==> config.mk <==
export PLATFORM = sky130hd
export DESIGN_NAME = shift_unit
export DESIGN_NICKNAME = d
export VERILOG_FILES = /design/src/rtl/shift_pkg.sv /design/src/rtl/shift_step.sv /design/src/rtl/shift_unit.sv
export SDC_FILE = /design/constraint.sdc
export NUM_CORES = 1
export LEC_CHECK = 0
export CELL_PAD_IN_SITES_DETAIL_PLACEMENT = 1
export CELL_PAD_IN_SITES_GLOBAL_PLACEMENT = 1
export CORE_MARGIN = 2
export CORE_UTILIZATION = 38
export CTS_CLUSTER_DIAMETER = 200
export DETAILED_ROUTE_END_ITERATION = 8
export GPL_ROUTABILITY_DRIVEN = 1
export MAX_ROUTING_LAYER = met4
export PLACE_DENSITY = 0.9
export SLEW_MARGIN = 15
export SYNTH_ARGS = -nofsm -noshare
export SYNTH_HDL_FRONTEND = slang
export SYNTH_SLANG_ARGS = --single-unit
==> constraint.sdc <==
create_clock -name clk -period 2.55 [get_ports clk]
set_input_delay 0.255 -clock clk [delete_from_list [all_inputs] [get_ports clk]]
set_output_delay 0.255 -clock clk [all_outputs]
set_load 0.05 [all_outputs]
==> src/rtl/shift_pkg.sv <==
// Shared definitions for the execute-stage multi-cycle shifter.
package shift_pkg;

   localparam logic [1:0] SH_SLL  = 2'b00;
   localparam logic [1:0] SH_SRL  = 2'b01;
   localparam logic [1:0] SH_SRA  = 2'b10;
   localparam logic [1:0] SH_ROTL = 2'b11;

   typedef enum logic [1:0] {
      ST_IDLE  = 2'b00,
      ST_SHIFT = 2'b01,
      ST_DONE  = 2'b10
   } state_t;

endpackage

==> src/rtl/shift_step.sv <==
// One bounded shift step: a log2(STEP)+1 stage mux barrel moving acc by amt (0..STEP).
module shift_step
   import shift_pkg::*;
#(
   parameter int unsigned N    = 32,
   parameter int unsigned STEP = 8,
   localparam int unsigned AW  = $clog2(STEP) + 1
) (
   input  logic [N-1:0]  acc,
   input  logic [1:0]    op,
   input  logic          sign,
   input  logic [AW-1:0] amt,
   output logic [N-1:0]  shifted
);

   // Fixed-distance shift for one barrel stage; d never exceeds N.
   function automatic logic [N-1:0] stage(input logic [N-1:0] x, input logic [1:0] o,
                                          input logic s, input int unsigned d);
      logic [N-1:0] fill;
      fill = s ? ~({N{1'b1}} >> d) : '0;
      case (o)
         SH_SLL:  stage = x << d;
         SH_SRL:  stage = x >> d;
         SH_SRA:  stage = (x >> d) | fill;
         default: stage = (x << d) | (x >> (N - d));
      endcase
   endfunction

   always_comb begin
      shifted = acc;
      for (int k = 0; k < int'(AW); k++) begin
         if (amt[k]) shifted = stage(shifted, op, sign, 32'd1 << k);
      end
   end

endmodule

==> src/rtl/shift_unit.sv <==
// Multi-cycle registered shifter (SLL/SRL/SRA/ROTL), at most STEP positions per cycle.
module shift_unit
   import shift_pkg::*;
#(
   parameter int unsigned N    = 32,
   parameter int unsigned STEP = 8,
   parameter int unsigned SHW  = $clog2(N)
) (
   input  logic           clk,
   input  logic           rst,
   input  logic           flush,
   input  logic           start_valid,
   output logic           start_ready,
   input  logic [1:0]     op,
   input  logic [N-1:0]   din,
   input  logic [SHW-1:0] shamt,
   output logic [N-1:0]   result,
   output logic           done,
   output logic           busy
);

   localparam int unsigned AW = $clog2(STEP) + 1;

   state_t         state, state_d;
   logic [N-1:0]   acc, acc_d, result_d, shifted;
   logic [SHW-1:0] rem, rem_d, rem_next;
   logic [1:0]     op_q, op_d;
   logic           sign, sign_d;
   logic [AW-1:0]  amt;

   assign start_ready = (state == ST_IDLE) && !flush && !rst;

   // This cycle's step is min(rem, STEP).
   always_comb begin
      if (32'(rem) >= STEP) amt = AW'(STEP);
      else                  amt = AW'(rem);
      rem_next = rem - SHW'(amt);
   end

   shift_step #(.N(N), .STEP(STEP)) u_step (
      .acc     (acc),
      .op      (op_q),
      .sign    (sign),
      .amt     (amt),
      .shifted (shifted)
   );

   always_comb begin
      state_d  = state;
      acc_d    = acc;
      rem_d    = rem;
      op_d     = op_q;
      sign_d   = sign;
      result_d = result;
      case (state)
         ST_IDLE: begin
            if (start_valid && start_ready) begin
               op_d   = op;
               acc_d  = din;
               rem_d  = shamt;
               sign_d = din[N-1];
               if (shamt == '0) begin
                  result_d = din;
                  state_d  = ST_DONE;
               end else begin
                  state_d  = ST_SHIFT;
               end
            end
         end
         ST_SHIFT: begin
            acc_d = shifted;
            rem_d = rem_next;
            if (rem_next == '0) begin
               result_d = shifted;
               state_d  = ST_DONE;
            end
         end
         ST_DONE: state_d = ST_IDLE;
         default: state_d = ST_IDLE;
      endcase
      // A squashed shift leaves every register as it was, apart from returning to IDLE.
      if (flush) begin
         state_d  = ST_IDLE;
         acc_d    = acc;
         rem_d    = rem;
         op_d     = op_q;
         sign_d   = sign;
         result_d = result;
      end
   end

   always_ff @(posedge clk) begin
      if (rst) state <= ST_IDLE;
      else     state <= state_d;
   end

   always_ff @(posedge clk) begin
      if (rst) begin
         acc    <= '0;
         rem    <= '0;
         op_q   <= SH_SLL;
         sign   <= 1'b0;
         result <= '0;
         done   <= 1'b0;
         busy   <= 1'b0;
      end else begin
         acc    <= acc_d;
         rem    <= rem_d;
         op_q   <= op_d;
         sign   <= sign_d;
         result <= result_d;
         done   <= (state_d == ST_DONE);
         busy   <= (state_d != ST_IDLE);
      end
   end

endmodule

==> key figures, run 1 <==
Outcome
  • Outcome: did not finish
  • Failed at: global routing (5_1_grt)
  • Run Error: [ERROR GRT-0232] Routing congestion too high. Check the congestion heatmap in the GUI.

Placement
  • Detail Placement HPWL: approximately 26000 um
  • Placed cell count: 1230
  • Pre-CTS WS: -0.362 ns
  • IO Port Bufs: between 70 and 80
  • RD Place Congestion: around 1.2

Synth
  • Mapped Area: about 0.0065 sq mm
  • Top FF cell, synth: dfxtp_1
  • Yosys top cell area share: 23.6%
  • Area contributors post-synth: dfxtp_1 (24%), nand2_1 (7.2%), mux4_2 (7.0%)
  • Share of flip-flops with an asynchronous set or reset: 0%
  • Syn nets: between 900 and 1000
  • Mapped Cells: approximately 890
  • Seq/Total Area, Yosys: about a quarter
  • Leading area contributor after synthesis: dfxtp_1
  • Synth cell types: 72
  • Ys Warns: 0
  • Syn avg cell area: 7.24 sq um
  • Number of synthesized flops with an enable pin: 0
  • Yosys reg bits: 76

Floorplanning
  • Ports: 78
  • Cell row count: 47
  • Starting Density: 38.9%
  • Die Wd: around 130 um
  • Die H: around 130 um

STA
  • Worst-path endpoint after global-route repair_timing: acc[8]$_SDFFE_PP0P_/D
  • WEP type: register input

Clocking
  • Maximum clock insertion buffer count: 2
  • # hold bufs at CTS: 0
  • Num CTS Buffers: 9
  • CTS root buf: clkbuf_16
  • CTS Sinks: between 70 and 80
  • H-tree Lvls: 3

Global route
  • Total track usage: between 80 and 90%
  • Pin count of the biggest net entering global routing: 47
  • GRT overflow: 65
  • Initial antenna violation count: 6
[layer usage]
layer	GRT overflow	GRT usage (%)
met5	-	-
met4	29	75.3
met3	4	67.0
met2	31	91.4
met1	1	80.8
[cells in the mapped netlist, types with 3 or more instances]
master	instances
a21oi_1	67
inv_1	7
o32ai_1	8
clkbuf_1	65
a221oi_1	4
mux2i_1	24
o21ai_0	76
o211ai_1	22
nor4b_1	4
a32oi_1	3
nor2b_1	6
nand2b_1	5
nor4_1	7
a211oi_1	32
nor2_1	86
o22ai_1	7
o41ai_1	6
nand3_1	37
o31ai_1	6
nand2_1	124
o2111ai_1	3
a21o_1	3
a311oi_1	16
buf_4	3
a2111oi_0	5
dfxtp_1	76
nand3b_1	3
a211o_1	3
buf_1	8
mux2_2	8
a31oi_1	30
mux4_2	20
buf_6	6
buf_2	20
nor3_1	25
o21a_1	6
and3_1	6
and2_1	11
o221ai_1	4
[what timing repair did]
item | CTS
endpoints found under the setup margin | 64
setup buffers | 14
cloned | 0
pin swaps | 25
gates resized for setup | 93
hold endpoints to repair | 0
[per-stage QoR]
| stage | setup TNS [ns] | utilization (%) | cell area [sq um] |
|---|---|---|---|
| 2_1_floorplan | 0 | - | 6480 |
| 3_3_place_gp | -2.44 | 49.9 | 8270 |
| 3_5_place_dp | -9.28 | 49.9 | 8270 |
| 4_1_cts | 0 | 54.7 | 9070 |
[logic make-up after synthesis]
kind of cell	share of synthesized area (%)
multiplexers	12.1
other	0.0581
AND/OR/NAND/NOR	22.5
XOR/XNOR	0.388
adder cells (fa/ha/maj)	0.194
flip-flops	23.6
buffers and inverters	7.73
AO/OA/AOI/OAI	33.5
==> inputs of run 2 (changes only) <==
- CELL_PAD_IN_SITES_DETAIL_PLACEMENT: 1 -> unset
- CELL_PAD_IN_SITES_GLOBAL_PLACEMENT: 1 -> unset
- CORE_UTILIZATION: 38 -> 40
- CTS_CLUSTER_DIAMETER: 200 -> unset
- MAX_ROUTING_LAYER: met4 -> unset
- PLACE_DENSITY: 0.9 -> unset
- PLACE_DENSITY_LB_ADDON: unset -> 0.15
- clock period: 2.55 -> 3.31 ns (I/O delays scaled with it)
==> key figures, run 2 <==
Power and ir drop
  • Pwr dens: approximately 370 mW/mm^2
  • Leakage: about 0.0027 uW
  • VDD IR max: approximately 0.25 mV

Synth
  • Yosys reg bits: 76 (unchanged)
  • Synth cell types: 72 (unchanged)
  • Leading area contributor after synthesis: dfxtp_1 (unchanged)
  • Yosys top cell area share: 23.6% (unchanged)
  • Seq/Total Area, Yosys: 23.6% (unchanged)
  • Number of synthesized flops with an enable pin: 0 (unchanged)
  • Syn avg cell area: 7.24 sq um (unchanged)
  • Mapped Cells: 892 (unchanged)
  • Syn nets: 936 (unchanged)
  • Top-count cell post-synth: nand2_1 (unchanged)
  • Share of flip-flops with an asynchronous set or reset: 0% (unchanged)
  • Top FF cell, synth: dfxtp_1 (unchanged)
  • Commonest cells in the netlist: nand2_1 (124), nor2_1 (86), dfxtp_1 (76), o21ai_0 (76), a21oi_1 (67) (unchanged)
  • Mapped Area: 0.00646 sq mm (unchanged)
  • Ys Warns: 0 (unchanged)
  • Area contributors post-synth: dfxtp_1 (24%), nand2_1 (7.2%), mux4_2 (7.0%) (unchanged)

Clocking
  • Clock-pin slew on the worst setup and hold paths: 0.06 ns
  • # hold bufs at CTS: 0 (unchanged)
  • CTS tree: yes
  • Maximum clock insertion buffer count: 2 (unchanged)
  • Postcts setup bufs: 0 (was 14)
  • Cts repair resizes: 0 (was 93)
  • H-tree Lvls: 3 (unchanged)
  • CTS root buf: clkbuf_16 (unchanged)
  • Num CTS Buffers: 9 (unchanged)
  • CTS Sinks: 76 (unchanged)
  • Worst-Skew Late Latency: roughly 0.36 ns

Drt
  • First-pass DRT Iterations: 7
  • Drt via density: 6.78
  • DRC errors left: 0
  • Drt wl/cell: about 28 um
  • Final ANT Viol Nets: 0
  • DR iter-0 viols: about 1300
  • Vias: 7874
  • Final wirelength: about 32000 um

Global route
  • Number of global-route vias before repair: approximately 7100
  • Pin count of the biggest net entering global routing: 70
  • GRT overflow: 0
  • Initial antenna violation count: 1
  • First-pass GRT wire length: between 40000 and 50000 um
  • Total track usage: a little under two fifths

Hold path
  • Worst Hold Path Cells: 2
  • Min-Delay Path Class: flop to flop

Layout
  • Most common cell after layout, fill and taps aside: nand2_1
  • ANT cells: 0
  • Top flop regs: acc (32), result (32), rem (5)
  • Post-route cell area: approximately 0.0079 sq mm
  • # fillers: roughly 1600
  • Layout Utilization: 50.0%
  • Most frequent cells in the layout: nand2_1 (124), nor2_1 (86), dfxtp_1 (76), clkdlybuf4s50_1 (76), o21ai_0 (75)
  • Nets@finish: between 900 and 1000
  • Syn-to-layout area delta: 22.5%
  • Share of cells above drive strength 1: roughly an eighth

Placement
  • IO Port Bufs: 77 (unchanged)
  • Detail Placement HPWL: 23500 um (was 26300 um)
  • Post-DP Area: 0.00761 sq mm (was 0.00827 sq mm)
  • RD Place Congestion: 1.07 (was 1.18)

Floorplanning
  • Ports: 78 (unchanged)
  • Core Box Area: 0.0158 sq mm
  • Die ar.: ~0.017 sq mm
  • Starting Density: 40.8% (was 38.9%)
  • Cell row count: 46 (was 47)
  • Die Wd: 131 um (was 134 um)
  • Die H: 131 um (was 134 um)

STA
  • F_max: between 0.3 and 0.4 GHz
  • Slew @ Worst Pin: 1.09 ns
  • Setup_tns: 0 ns
  • RSZ-0062 raised after global routing: no
  • Hold WS: around 0.45 ns
  • Final setup viols: 0
  • Rel. slew slack: a little over a quarter
  • Clk_skew: approximately 0.011 ns
  • Fin crit share: between 90% and 100%
  • Max-slew violation count: 0
  • Tmin final: a little over 3 ns
  • Final Hold Vio Count: 0

Critical path
  • WP data required: 3.52 ns
  • CP arrival: between 3 and 4 ns
  • Crit start category: flop
  • Worst Setup End Kind: flop
  • FF-to-FF path depth: 9
  • Max Fanout on Critical Path: 16
  • CP Class: flop to flop

Outcome
  • Outcome: completed (was did not finish)

Flow run
  • Max Cap Viol: 0
## run 2: final timing paths
kind / start / endpoint / slack (ns)
setup / recovery: rem[0]$_SDFFE_PP0P_ / result[1]$_SDFFE_PP0P_ / 0.27
hold / removal: result[10]$_SDFFE_PP0P_ / result[10]$_SDFFE_PP0P_ / 0.45
setup reg to reg: rem[0]$_SDFFE_PP0P_ / result[1]$_SDFFE_PP0P_ / 0.27
hold reg to reg: result[10]$_SDFFE_PP0P_ / result[10]$_SDFFE_PP0P_ / 0.45
## run 2: layer usage
metal  vias to the layer above  track usage [%]  routed length (um)
met1                      3714             56.4               14000
met2                       611             52.7               12900
met4                         0             15.4                1340
met5                         -                0                   0
li1                       3453                -                   -
met3                        96             9.86                4230
## run 2: cell families (layout without fill, tap and decap cells)
logic type	Yosys count	count (layout)	share of synthesized area, %
adders and majority gates	1	1	0.194
other	1	1	0.0581
DFF	76	76	23.6
muxes	52	52	12.1
buffers and inverters	111	165	7.73
and+or+nand+nor	322	322	22.5
AOI/OAI and AO/OA	327	327	33.5
xor gates and xnor gates	2	2	0.388
## run 2: power breakdown
group	internal, uW	switching (uW)
clock	589	449
combinational	322	531
sequential	949	85.0
## run 2: cell type report
cell class	count	area (sq um)	share of cell area, %
clock buffer	9	225	2.85
inverter	8	30.0	0.380
sequential	76	1520	19.2
timing repair buffer	141	1320	16.7
tap	216	270	3.42
multi-input combinational	705	4470	56.5
clock inverter	7	73.8	0.933
## run 2: stage by stage
step                      total power [uW]  worst slack, ns  std cells
after global placement                1880            0.347       1146
after CTS                             2890            0.327       1162
final                                 2920            0.272       1162
after global routing                  3000           0.0887       1162
after detailed placement              1870            0.351       1146
after floorplan                       1520            0.312        892
## run 2: worst max-delay path, cell delays in order, from the launching register on
cell,delay [ns]
dfxtp_1,0.45
or3b_2,0.75
buf_4,0.30
a211oi_1,0.23
a311oi_1,0.10
buf_4,0.18
nor3_1,0.36
a21oi_1,0.08
a31oi_1,0.32
o41ai_1,0.13
Note: power is estimated with default switching activity, not from simulation.
==> inputs of run 3 (changes only) <==
- REMOVE_ABC_BUFFERS: unset -> 1
==> key figures, run 3 (same netlist as run 2, synthesis figures left out) <==
Hold path
  • Min-Delay Path Class: flop to flop (unchanged)

STA
  • Slew @ Worst Pin: 0.755 ns (was 1.09 ns)
  • Hold WS: 0.454 ns (about the same)
  • Worst setup margin: 0.429 ns (was 0.272 ns)
  • Rel. slew slack: 49.4% (was 27.3%)
  • Final Hold Vio Count: 0 (unchanged)
  • RSZ-0062 raised after global routing: no (unchanged)
  • Setup_tns: 0 ns (unchanged)
  • Final setup viols: 0 (unchanged)
  • F_max: 0.347 GHz (was 0.329 GHz)
  • Tmin final: 2.88 ns (was 3.04 ns)
  • Max-slew violation count: 0 (unchanged)
  • Fin crit share: 87.0% (was 91.8%)
  • Clk_skew: 0.0103 ns (was 0.0107 ns)

Floorplanning
  • Starting Density: 40.8% (unchanged)
  • Die ar.: 0.0172 sq mm (unchanged)
  • Core Box Area: 0.0158 sq mm (unchanged)
  • Ports: 78 (unchanged)
  • Cell row count: 46 (unchanged)
  • Die H: 131 um (unchanged)
  • Die Wd: 131 um (unchanged)

Placement
  • Detail Placement HPWL: 20500 um (was 23500 um)
  • RD Place Congestion: 1.05 (was 1.07)
  • IO Port Bufs: 77 (unchanged)
  • Pre-CTS WS: 0.493 ns (was 0.351 ns)

Global route
  • Total track usage: 33.6% (was 38.3%)
  • GRT overflow: 0 (unchanged)
  • Number of global-route vias before repair: 6876 (was 7147)
  • Pin count of the biggest net entering global routing: 71 (was 70)
  • Initial antenna violation count: 0 (was 1)
  • First-pass GRT wire length: 42800 um (was 47800 um)

Clocking
  • # hold bufs at CTS: 0 (unchanged)
  • Num CTS Buffers: 9 (unchanged)
  • Worst-Skew Late Latency: 0.36 ns (about the same)
  • Maximum clock insertion buffer count: 2 (unchanged)
  • Cts repair resizes: 0 (unchanged)
  • H-tree Lvls: 3 (unchanged)
  • CTS tree: yes (unchanged)
  • CTS Sinks: 76 (unchanged)
  • CTS root buf: clkbuf_16 (unchanged)
  • Postcts setup bufs: 0 (unchanged)
  • Clock-pin slew on the worst setup and hold paths: 0.06 ns (about the same)

Drt
  • Vias: 7747 (was 7874)
  • DRC errors left: 0 (unchanged)
  • Final ANT Viol Nets: 0 (unchanged)
  • Drt via density: 6.64 (was 6.78)
  • Final wirelength: 28400 um (was 32400 um)
  • Drt wl/cell: 24.4 um (was 27.9 um)
  • DR iter-0 viols: 1092 (was 1267)
  • First-pass DRT Iterations: 6 (was 7)

Outcome
  • Outcome: completed (unchanged)

Critical path
  • Most used cell, CP: buf_4 (unchanged)
  • Reg2reg setup slack: 0.43 ns (was 0.27 ns)
  • Buffers and inverters on the worst path: 2 (unchanged)
  • Worst Setup End Kind: flop (unchanged)
  • CP Class: flop to flop (unchanged)
  • Top cell family by delay on the critical path: compound AO/OA/AOI/OAI gates (was simple AND/OR/NAND/NOR gates)
  • Critical Path, Cell by Cell: xor2_4 -> buf_4 -> buf_4 -> mux4_2 -> o21ai_0 -> o211ai_1 -> a31oi_1 -> a211oi_1 (was or3b_2 -> buf_4 -> a211oi_1 -> a311oi_1 -> buf_4 -> nor3_1 -> a21oi_1 -> a31oi_1 -> o41ai_1)
  • WP data required: 3.53 ns (was 3.52 ns)
  • CP arrival: 3.10 ns (was 3.24 ns)
  • Critical Path Max Stage Delay: 0.51 ns (was 0.75 ns)
  • Max Fanout on Critical Path: 12 (was 16)
  • CP max-delay cell: dfxtp_1 (was or3b_2)
  • Crit start category: flop (unchanged)

Layout
  • Nets@finish: 989 (was 985)
  • Syn-to-layout area delta: 22.6% (was 22.5%)
  • Most frequent cells in the layout: nand2_1 (124), nor2_1 (86), dfxtp_1 (76), clkdlybuf4s50_1 (76), o21ai_0 (75) (unchanged)
  • # fillers: 1604 (was 1624)
  • Share of cells above drive strength 1: 13.4% (was 13.2%)
  • Top flop regs: acc (32), result (32), rem (5) (unchanged)
  • Register area: 0.00152 sq mm (unchanged)
  • Footprint of the multi-input gates: 0.00446 sq mm (was 0.00447 sq mm)
  • Most common cell after layout, fill and taps aside: nand2_1 (unchanged)
  • ANT cells: 0 (unchanged)
  • Layout Utilization: 50.0% (about the same)

Power and ir drop
  • Clock share of power: 37.4% (was 35.5%)
  • Switch Pwr: 1000 uW (was 1070 uW)
  • Sequential fraction of design power: 35.3% (was 35.4%)
  • Tot Pwr: 2930 uW (was 2920 uW)
  • Pint: 1930 uW (was 1860 uW)
  • Combinational power share: 27.4% (was 29.2%)
  • Leakage: 0.00272 uW (was 0.00270 uW)
  • Sw Ratio: 34.2% (was 36.4%)
  • VDD IR max: 0.254 mV (was 0.247 mV)
  • Pwr dens: 370 mW/mm^2 (about the same)

Flow run
  • Max Cap Viol: 0 (unchanged)
-- run 3: power by group through the flow --
stage / clock, uW / sequential, uW / combinational (uW)
finish: 1090 / 1030 / 801
global route: 1140 / 1040 / 853
global placement: 0 / 1050 / 781
floorplan: 0 / 1040 / 439
CTS: 1100 / 1030 / 782
detailed placement: 0 / 1050 / 779
-- run 3: worst paths after layout --
| check | start | depth (start not counted) | end |
|---|---|---|---|
| setup / recovery | op_q[0]$_SDFFE_PP0P_ | 8 | result[19]$_SDFFE_PP0P_ |
| hold / removal | result[10]$_SDFFE_PP0P_ | 2 | result[10]$_SDFFE_PP0P_ |
| setup reg to reg | op_q[0]$_SDFFE_PP0P_ | 8 | result[19]$_SDFFE_PP0P_ |
| hold reg to reg | result[10]$_SDFFE_PP0P_ | 2 | result[10]$_SDFFE_PP0P_ |
-- run 3: worst min-delay path: stages (launching register included) --
cell and delay, ns:
dfxtp_1 0.31, nand2_1 0.05, a21oi_1 0.05
-- run 3: layout make-up --
class	count	area share, %
inverter	8	0.379
clock buffer	10	2.89
clock inverter	6	1.12
tap	216	3.41
sequential	76	19.2
multi-input combinational	705	56.4
timing repair buffer	145	16.6
-- run 3: metrics by stage --
step	cells	instance area, sq um
final	1166	7920
after CTS	1166	7920
after global routing	1166	7920
after global placement	1150	7600
after floorplan	789	5990
after detailed placement	1150	7600
-- run 3: layer usage --
metal  wire [um]  track usage [%]  up-vias
met5           0                0        -
met4        1130             15.3        0
met3        3010             6.05       84
met2       12700             50.8      511
met1       11600             46.5     3680
li1            -                -     3472
==> inputs of run 4 (changes only) <==
- SKIP_CTS_REPAIR_TIMING: unset -> 1
==> results of run 4 <==
The final DEF is identical to that of run 3; final timing and power are the same.
